<file path="config.mk">
export PLATFORM = sky130hd
export DESIGN_NAME = wb_dmem_arbiter
export DESIGN_NICKNAME = d
export VERILOG_FILES = /design/src/rtl/wb_dmem_arbiter_pkg.sv /design/src/rtl/wb_dmem_arbiter_timeout_cnt.sv /design/src/rtl/wb_dmem_arbiter.sv
export SDC_FILE = /design/constraint.sdc
export NUM_CORES = 1
export LEC_CHECK = 0
export ABC_CLOCK_PERIOD_IN_PS = 2000
export CAP_MARGIN = 20
export CORE_AREA = 2 2 122 124
export DETAILED_ROUTE_END_ITERATION = 8
export DIE_AREA = 0 0 124 126
export HOLD_SLACK_MARGIN = 0.03
export PLACE_DENSITY = 0.6
export SKIP_CTS_REPAIR_TIMING = 1
export SLEW_MARGIN = 15
export SYNTH_ARGS = -nofsm -noshare
export SYNTH_HDL_FRONTEND = slang
export SYNTH_SLANG_ARGS = --single-unit
export TNS_END_PERCENT = 1
</file>
<file path="constraint.sdc">
create_clock -name clk -period 2 [get_ports clk]
set_input_delay 0.2 -clock clk [delete_from_list [all_inputs] [get_ports clk]]
set_output_delay 0.2 -clock clk [all_outputs]
set_load 0.01 [all_outputs]
</file>
<file path="src/rtl/wb_dmem_arbiter_pkg.sv">
// Shared SoC definitions for the data-memory Wishbone arbiter:
// arbiter state encoding and the grant indication codes.
package wb_dmem_arbiter_pkg;

    typedef enum logic [1:0] {
        ST_IDLE   = 2'b00,
        ST_GNT_M0 = 2'b01,
        ST_GNT_M1 = 2'b10,
        ST_ABORT  = 2'b11
    } arb_state_e;

    localparam logic [1:0] GRANT_IDLE  = 2'b00;
    localparam logic [1:0] GRANT_M0    = 2'b01;
    localparam logic [1:0] GRANT_M1    = 2'b10;
    localparam logic [1:0] GRANT_ABORT = 2'b11;

    localparam int unsigned TMO_CNT_W = 16;

endpackage

</file>
<file path="src/rtl/wb_dmem_arbiter_timeout_cnt.sv">
// Slave-response watchdog: counts unanswered strobe cycles and flags the
// cycle in which the allowed budget runs out.
module wb_timeout_cnt
    import wb_dmem_arbiter_pkg::*;
#(
    parameter int unsigned TIMEOUT_CYCLES = 255
) (
    input  logic clk,
    input  logic reset_n,
    input  logic clr,
    input  logic inc,
    output logic tc_o
);

    localparam logic [TMO_CNT_W-1:0] TC_VAL = TMO_CNT_W'(TIMEOUT_CYCLES - 32'd1);

    logic [TMO_CNT_W-1:0] cnt_r;

    // Counter register; clear wins over increment.
    always_ff @(posedge clk or negedge reset_n) begin
        if (!reset_n) begin
            cnt_r <= '0;
        end else if (clr) begin
            cnt_r <= '0;
        end else if (inc) begin
            cnt_r <= cnt_r + 16'd1;
        end else begin
            cnt_r <= cnt_r;
        end
    end

    // Terminal count only in a strobed cycle that got no response.
    assign tc_o = inc & (cnt_r == TC_VAL);

endmodule

</file>
<file path="src/rtl/wb_dmem_arbiter.sv">
// Two-master to one-slave Wishbone arbiter for the data memory with locked
// cycles, round-robin or fixed priority, and a slave-response timeout.
module wb_dmem_arbiter
    import wb_dmem_arbiter_pkg::*;
#(
    parameter int unsigned TIMEOUT_CYCLES = 255,
    parameter bit          RR_ENABLE      = 1'b1
) (
    input  logic        clk,
    input  logic        reset_n,
    input  logic [31:0] m0_adr_i,
    input  logic [31:0] m0_dat_i,
    input  logic [3:0]  m0_sel_i,
    input  logic        m0_we_i,
    input  logic        m0_cyc_i,
    input  logic        m0_stb_i,
    output logic [31:0] m0_dat_o,
    output logic        m0_ack_o,
    output logic        m0_err_o,
    input  logic [31:0] m1_adr_i,
    input  logic [31:0] m1_dat_i,
    input  logic [3:0]  m1_sel_i,
    input  logic        m1_we_i,
    input  logic        m1_cyc_i,
    input  logic        m1_stb_i,
    output logic [31:0] m1_dat_o,
    output logic        m1_ack_o,
    output logic        m1_err_o,
    output logic [31:0] s_adr_o,
    output logic [31:0] s_dat_o,
    output logic [3:0]  s_sel_o,
    output logic        s_we_o,
    output logic        s_cyc_o,
    output logic        s_stb_o,
    input  logic [31:0] s_dat_i,
    input  logic        s_ack_i,
    input  logic        s_err_i,
    output logic [1:0]  grant_o
);

    arb_state_e state_r, state_s;
    logic       last_m1_r, last_m1_s;
    logic       granted_s, gnt_stb_s, tc_s;

    // The strobe feeding the watchdog is taken from the masters directly so
    // the timeout path never loops back through the slave-side mux.
    assign granted_s = (state_r == ST_GNT_M0) | (state_r == ST_GNT_M1);
    assign gnt_stb_s = ((state_r == ST_GNT_M0) & m0_stb_i) | ((state_r == ST_GNT_M1) & m1_stb_i);

    wb_timeout_cnt #(
        .TIMEOUT_CYCLES (TIMEOUT_CYCLES)
    ) u_timeout_cnt (
        .clk     (clk),
        .reset_n (reset_n),
        .clr     (~granted_s | s_ack_i | s_err_i),
        .inc     (gnt_stb_s & ~s_ack_i & ~s_err_i),
        .tc_o    (tc_s)
    );

    // State and last-grant registers.
    always_ff @(posedge clk or negedge reset_n) begin
        if (!reset_n) begin
            state_r   <= ST_IDLE;
            last_m1_r <= 1'b1;
        end else begin
            state_r   <= state_s;
            last_m1_r <= last_m1_s;
        end
    end

    // Next-state logic: arbitration, locked-cycle hold, timeout abort.
    always_comb begin
        state_s   = state_r;
        last_m1_s = last_m1_r;
        case (state_r)
            ST_IDLE: begin
                if (m0_cyc_i && m1_cyc_i) begin
                    if (RR_ENABLE && !last_m1_r) begin
                        state_s   = ST_GNT_M1;
                        last_m1_s = 1'b1;
                    end else begin
                        state_s   = ST_GNT_M0;
                        last_m1_s = 1'b0;
                    end
                end else if (m0_cyc_i) begin
                    state_s   = ST_GNT_M0;
                    last_m1_s = 1'b0;
                end else if (m1_cyc_i) begin
                    state_s   = ST_GNT_M1;
                    last_m1_s = 1'b1;
                end else begin
                    state_s = ST_IDLE;
                end
            end
            ST_GNT_M0: begin
                if (!m0_cyc_i)  state_s = ST_IDLE;
                else if (tc_s)  state_s = ST_ABORT;
                else            state_s = ST_GNT_M0;
            end
            ST_GNT_M1: begin
                if (!m1_cyc_i)  state_s = ST_IDLE;
                else if (tc_s)  state_s = ST_ABORT;
                else            state_s = ST_GNT_M1;
            end
            ST_ABORT: begin
                // last_grant still names the aborted master here.
                if (last_m1_r ? !m1_cyc_i : !m0_cyc_i) state_s = ST_IDLE;
                else                                    state_s = ST_ABORT;
            end
            default: begin
                state_s   = ST_IDLE;
                last_m1_s = 1'b1;
            end
        endcase
    end

    // Bus steering: granted master to slave, slave response to that master only.
    always_comb begin
        s_adr_o  = 32'd0;
        s_dat_o  = 32'd0;
        s_sel_o  = 4'd0;
        s_we_o   = 1'b0;
        s_cyc_o  = 1'b0;
        s_stb_o  = 1'b0;
        m0_dat_o = 32'd0;
        m0_ack_o = 1'b0;
        m0_err_o = 1'b0;
        m1_dat_o = 32'd0;
        m1_ack_o = 1'b0;
        m1_err_o = 1'b0;
        if (state_r == ST_GNT_M0) begin
            s_adr_o  = m0_adr_i;
            s_dat_o  = m0_dat_i;
            s_sel_o  = m0_sel_i;
            s_we_o   = m0_we_i;
            s_cyc_o  = m0_cyc_i;
            s_stb_o  = m0_stb_i;
            m0_dat_o = s_dat_i;
            m0_ack_o = s_ack_i & ~s_err_i;
            m0_err_o = s_err_i | tc_s;
        end else if (state_r == ST_GNT_M1) begin
            s_adr_o  = m1_adr_i;
            s_dat_o  = m1_dat_i;
            s_sel_o  = m1_sel_i;
            s_we_o   = m1_we_i;
            s_cyc_o  = m1_cyc_i;
            s_stb_o  = m1_stb_i;
            m1_dat_o = s_dat_i;
            m1_ack_o = s_ack_i & ~s_err_i;
            m1_err_o = s_err_i | tc_s;
        end else begin
            s_cyc_o = 1'b0;
        end
    end

    // Grant indication decoded from the state register.
    always_comb begin
        case (state_r)
            ST_IDLE:   grant_o = GRANT_IDLE;
            ST_GNT_M0: grant_o = GRANT_M0;
            ST_GNT_M1: grant_o = GRANT_M1;
            ST_ABORT:  grant_o = GRANT_ABORT;
            default:   grant_o = GRANT_IDLE;
        endcase
    end

endmodule

</file>
Word-level counts from Yosys, hierarchy flattened
Cells that the tools add are included.

Bits in registers: 19. Latch bits: 0. Memory bits (writable): 0. Memory bits (read-only): 0. Input port bits: 178. Output and inout bits: 141. Logic and storage cells: 68. Memories kept: 0.

Add/sub/neg operators: 1. Multipliers: 0. Div/mod/pow operators: 0. Magnitude comparators: 0. Equality and inequality tests: 4. Shift operators: 0. Mux-type cells: 39. Bitwise gates (word level): 14. Reduce and logical (&&, ||, !) cells: 7.

Operators by type and width (count): $mux W32 (7); $mux W16 (2); $mux W1 (18); $add A16 B1 Y16 const B (1); $eq A16 B8 Y1 const B (1); $mux W2 (8); $pmux W2 S4 (2); $mux W4 (2); $and A1 B1 Y1 (6); $or A1 B1 Y1 (5); $eq A2 B2 Y1 const B (2); $not A1 Y1 (3); $reduce_bool A3 Y1 (1); $eq A2 B1 Y1 const B (1); $logic_not A1 Y1 (2); $logic_not A2 Y1 (1); $reduce_and A2 Y1 (1); $reduce_bool A2 Y1 (1); $logic_and A1 B1 Y1 (1).

Depth between registers and ports, before layout
Gate-level depths: netlist of the first run.

Depth after elaboration: 9. Depth in mapped cells: 7. Depth with buffers taken out: 6.

By module
A second synthesis of the first run with hierarchy kept.

Cell total of the unflattened synthesis: 438. Area, all modules: 2866.5 um2.

By module, submodules not included: wb_dmem_arbiter (instances 1, cells an instance 348, area each 2000.7 um2, sequential area each 76.3 um2); wb_timeout_cnt (instances 1, cells an instance 90, area each 865.8 um2, sequential area each 400.4 um2).

Worst setup path before layout of the first run
Ideal clock, no wire load.

Path type: reg-to-output. Start point: reg state_r[0]. End point: out s_adr_o[0]. Arrival: 1519 ps. Required time: 1800 ps. Slack: 281 ps. Cell stages (with the launch flop): 7. Buffers on the path: 2. Path through: dfrtp_1 > inv_1 > ha_1 > nor2b_1 > buf_2 > buf_2 > a22o_1.

Cells in the longest elaborated chain, start to end: 3. Elaborated cells on any way between the ends: 4. Classes of those cells: eq/ne (2); mux (2).

RTL lines: start: declaration (RTL line wb_dmem_arbiter.sv:41) `arb_state_e state_r, state_s;`; start signal: assignment (RTL line wb_dmem_arbiter.sv:66) `state_r <= state_s;`; $eq A2 B2 Y1 (RTL line wb_dmem_arbiter.sv:141) `end else if (state_r == ST_GNT_M1) begin`; $mux W32 (RTL line wb_dmem_arbiter.sv:141); $mux W32 (*) (RTL line wb_dmem_arbiter.sv:131) `if (state_r == ST_GNT_M0) begin`; end: declaration (RTL line wb_dmem_arbiter.sv:29) `output logic [31:0] s_adr_o,`.

Mark *: on every way between the ends. The rest lies on a longest branch, timed or not.

Final worst setup path of the first run
Start point: reg state_r[0]. End point: out s_cyc_o.

Cells in the longest elaborated chain, start to end: 3. Elaborated cells on any way between the ends: 4. Classes of those cells: eq/ne (2); mux (2).

RTL lines: $eq A2 B2 Y1 (RTL line wb_dmem_arbiter.sv:141); $mux W1 (RTL line wb_dmem_arbiter.sv:141); $mux W1 (*) (RTL line wb_dmem_arbiter.sv:131); end: declaration (RTL line wb_dmem_arbiter.sv:33) `output logic s_cyc_o,`.

Marked as above.

==> flow_summary.ini, run 1 <==
[logic_synthesis]
syn_area_per_cell_um2 = 8.070
syn_area_um2 = 2332
yosys_warnings = 0
synth_edf_count = 0
synth-simple-area-share_pct = 33.48
synth-compound-area-share_pct = 35.09
seq_area_frac_synth_pct = 20.44
ys.flop_type = dfrtp_1
synth_cells = 289
synth_top_family_by_area = compound AO/OA/AOI/OAI gates
ys_ff_latch = 19
syn-num-nets = 474
synth.distinct_cells = 38
synthMuxAreaShare_pct = 0.4828
synth_fa_ha_area_share_pct = 3.755
synthArstFlopShare_pct = 100.0
synth_xor_area_share_pct = 1.502

[setup_path]
worst-path-buf-inv = 4
cp_common_cell = buf_4
crit-reg2reg-launch = state_r[0]
crit_required_ns = 1.80
reg2regPathDepth = 8
worstPathArrival_ns = 1.98
cp-end-kind = primary output
path_max_fanout = 5
reg2reg_slack_ns = 0.18
startpoint_type = register
reg2reg_to = u_timeout_cnt.cnt_r[14]
critPathSlowestCell = clkdlybuf4s50_1
path_cells = inv_2 -> ha_2 -> buf_4 -> buf_4 -> nand2_1 -> o21ai_0 -> clkdlybuf4s50_1
crit_type = register to primary output
timing.critical_path.max_delay_family = buffers and inverters
slowest_delay_ns = 0.57

[place]
dpl.cell_count = 801
postPlaceCellArea_um2 = 5992
hpwlAfterDp_um = 13260
io_buffers = 318
place_congestion = 0.8433

[power_and_ir_drop]
irDropWorstVdd_uv = 397.9
p_switching_mw = 2.732
combPwrFrac_pct = 85.7
p_total_mw = 6.176
p_sw_share_pct = 44.24
powerDensity_nw_per_um2 = 1048
clkPwrFrac_pct = 6.8
power.internal_mw = 3.444
leakage_nw = 2.834
pwr-share-seq_pct = 7.6

[floorplanning]
rows = 44
start_util_pct = 16.29
die-area_um2 = 15620
die_x_um = 124
core_region_area_um2 = 14310
die_height_um = 126
io_pins = 319

[routing]
wl_per_cell_um = 19.48
route.detailed.drc = 0
routed_wl_um = 15840
drt_iter0_markers = 115
ant_nets = 0
dr.pass1.iters = 4
vias_per_cell = 4.487
via_count = 3648

[global_route]
grt_max_degree = 30
grt_overflow = 0
first_global_vias = 3659
antenna_found_initial = 1
grt_pass1_wl_um = 21820
track_usage_pct = 18.57

[timing]
min_period_ns = 2.179
setup_violations = 41
worst_pin_slew_ns = 0.3119
hold_slack_ns = 0.2855
hold_viol = 0
slew_headroom_pct = 79.01
rsz0062_at_grt = true
skew_ns = 0.002481
min_period_over_period_pct = 108.9
maxSlewViolCount = 0
worst_slack_ns = -0.1786
timing.fmax_mhz = 459.0

[status]
outcome = finished, violations left
violations = setup timing

[clocking]
clock_latency_ns = 0.25
cts.sinks = 19
h-tree-depth = 1
cts_buffers = 3
cts_tree = built
clock_path_buffers = 2
clock-root-buffer = clkbuf_16
clkSlewWorstSetupHoldPaths_ns = 0.06

[layout]
nFillCells = 1438
final_cells = 813
design_area_um2 = 5894
layout-drive-gt1-share_pct = 25.24
nets = 812
areaGrowthSynthToFinish_pct = 152.7

[job]
maxCapViolations = 0

[worst_hold_path]
worst_hold_path_type = input port to asynchronous set/reset pin
==> power groups by stage <==
stage	registers [mW]	logic (mW)	clock network, mW
final	0.467	5.29	0.420
after global routing	0.475	5.69	0.444
after CTS	0.463	5.65	0.429
after detailed placement	0.470	5.61	0
after global placement	0.468	5.57	0
after floorplan	0.460	2.25	0
==> cell usage after synthesis (all sizes together), types with 3 or more instances <==
| master | instances | area (um2) |
|---|---|---|
| nand2 | 15 | 56.30 |
| a31oi | 3 | 18.77 |
| ha | 7 | 87.58 |
| and4 | 3 | 31.28 |
| buf | 9 | 47.55 |
| o21ai | 10 | 50.05 |
| a21oi | 12 | 60.06 |
| a22o | 70 | 621.9 |
| and2 | 65 | 406.6 |
| nor2 | 12 | 52.55 |
| xor2 | 3 | 26.28 |
| or3 | 8 | 50.05 |
| inv | 5 | 18.77 |
| clkbuf | 15 | 56.30 |
| dfrtp | 18 | 450.4 |
| nand4 | 6 | 67.56 |
| nand3 | 7 | 35.03 |
==> metrics by stage <==
step	TNS (ns)	setup slack [ns]	util, %
after global placement	-8.210	-0.1853	41.86
after floorplan	0	0.2806	-
after CTS	-44.47	-0.4698	42.42
final	-2.423	-0.1786	41.18
after global routing	-10.38	-0.2893	41.13
after detailed placement	-8.948	-0.1768	41.86
==> sequential cells by signal (all words and copies together), names as in the netlist <==
register / flops
last_m1_r: 1
u_timeout_cnt.cnt_r: 16
state_r: 2
==> cells by family after synthesis <==
logic type,after synthesis
AO/OA/AOI/OAI,103
AND/OR/NAND/NOR,126
adder cells (fa/ha/maj),7
flip-flops,19
XOR/XNOR,4
multiplexers,1
buffers and inverters,29
==> cell usage in the layout, fill, tap and decap left out, types with 8 or more instances in the layout <==
cell type,count
a22o_1,62
o21ai_0,10
a21oi_1,12
or3_1,8
dlymetal6s2s_1,16
and2_1,63
nor2_1,11
nand2_1,15
buf_2,26
buf_4,25
clkbuf_2,61
clkdlybuf4s50_1,212
dfrtp_1,18
==> layer usage <==
metal | vias to the layer above | share of wire (%) | global-route usage, %
met4 | 0 | 2.0 | 4.560
met3 | 23 | 11 | 6.114
met5 | - | 0 | 0
met1 | 1700 | 41 | 23.26
li1 | 1762 | - | -
met2 | 163 | 47 | 30.64
==> layout make-up <==
class	count	area [um2]	share of cell area [%]
repair buffers	357	3256	55.23
multi-input cells	241	1826	30.97
flip-flops and latches	19	476.7	8.087
well taps	184	230.2	3.906
clock buffers	3	75.07	1.274
inverters	5	18.77	0.3184
diodes	3	7.507	0.1274
clock inverters	1	5.005	0.08491
==> worst max-delay path by stage <==
stage	startpoint	to	slack [ns]	depth (start not counted)
2_1_floorplan	state_r[0]	s_adr_o[0]	0.28	6
3_3_place_gp	state_r[0]	s_dat_o[2]	-0.19	6
3_5_place_dp	state_r[0]	s_adr_o[6]	-0.18	7
4_1_cts	state_r[0]	s_dat_o[2]	-0.47	6
5_1_grt	state_r[0]	s_cyc_o	-0.29	7
6_report	state_r[0]	s_cyc_o	-0.18	7
(Power assumes the default switching activity.)
==> run 2, diff against run 1 <==
--- a/config.mk
+++ b/config.mk
@@ -10,7 +10,7 @@
 export CORE_AREA = 2 2 122 124
 export DETAILED_ROUTE_END_ITERATION = 8
 export DIE_AREA = 0 0 124 126
-export HOLD_SLACK_MARGIN = 0.03
+export HOLD_SLACK_MARGIN = 0.08
 export PLACE_DENSITY = 0.6
 export SKIP_CTS_REPAIR_TIMING = 1
 export SLEW_MARGIN = 15
==> results of run 2 <==
The final DEF is identical to that of run 1; final timing and power are the same.
==> run 3, diff against run 2 <==
--- a/config.mk
+++ b/config.mk
@@ -5,7 +5,6 @@
 export SDC_FILE = /design/constraint.sdc
 export NUM_CORES = 1
 export LEC_CHECK = 0
-export ABC_CLOCK_PERIOD_IN_PS = 2000
 export CAP_MARGIN = 20
 export CORE_AREA = 2 2 122 124
 export DETAILED_ROUTE_END_ITERATION = 8
==> results of run 3 <==
The final DEF is identical to that of run 1; final timing and power are the same.
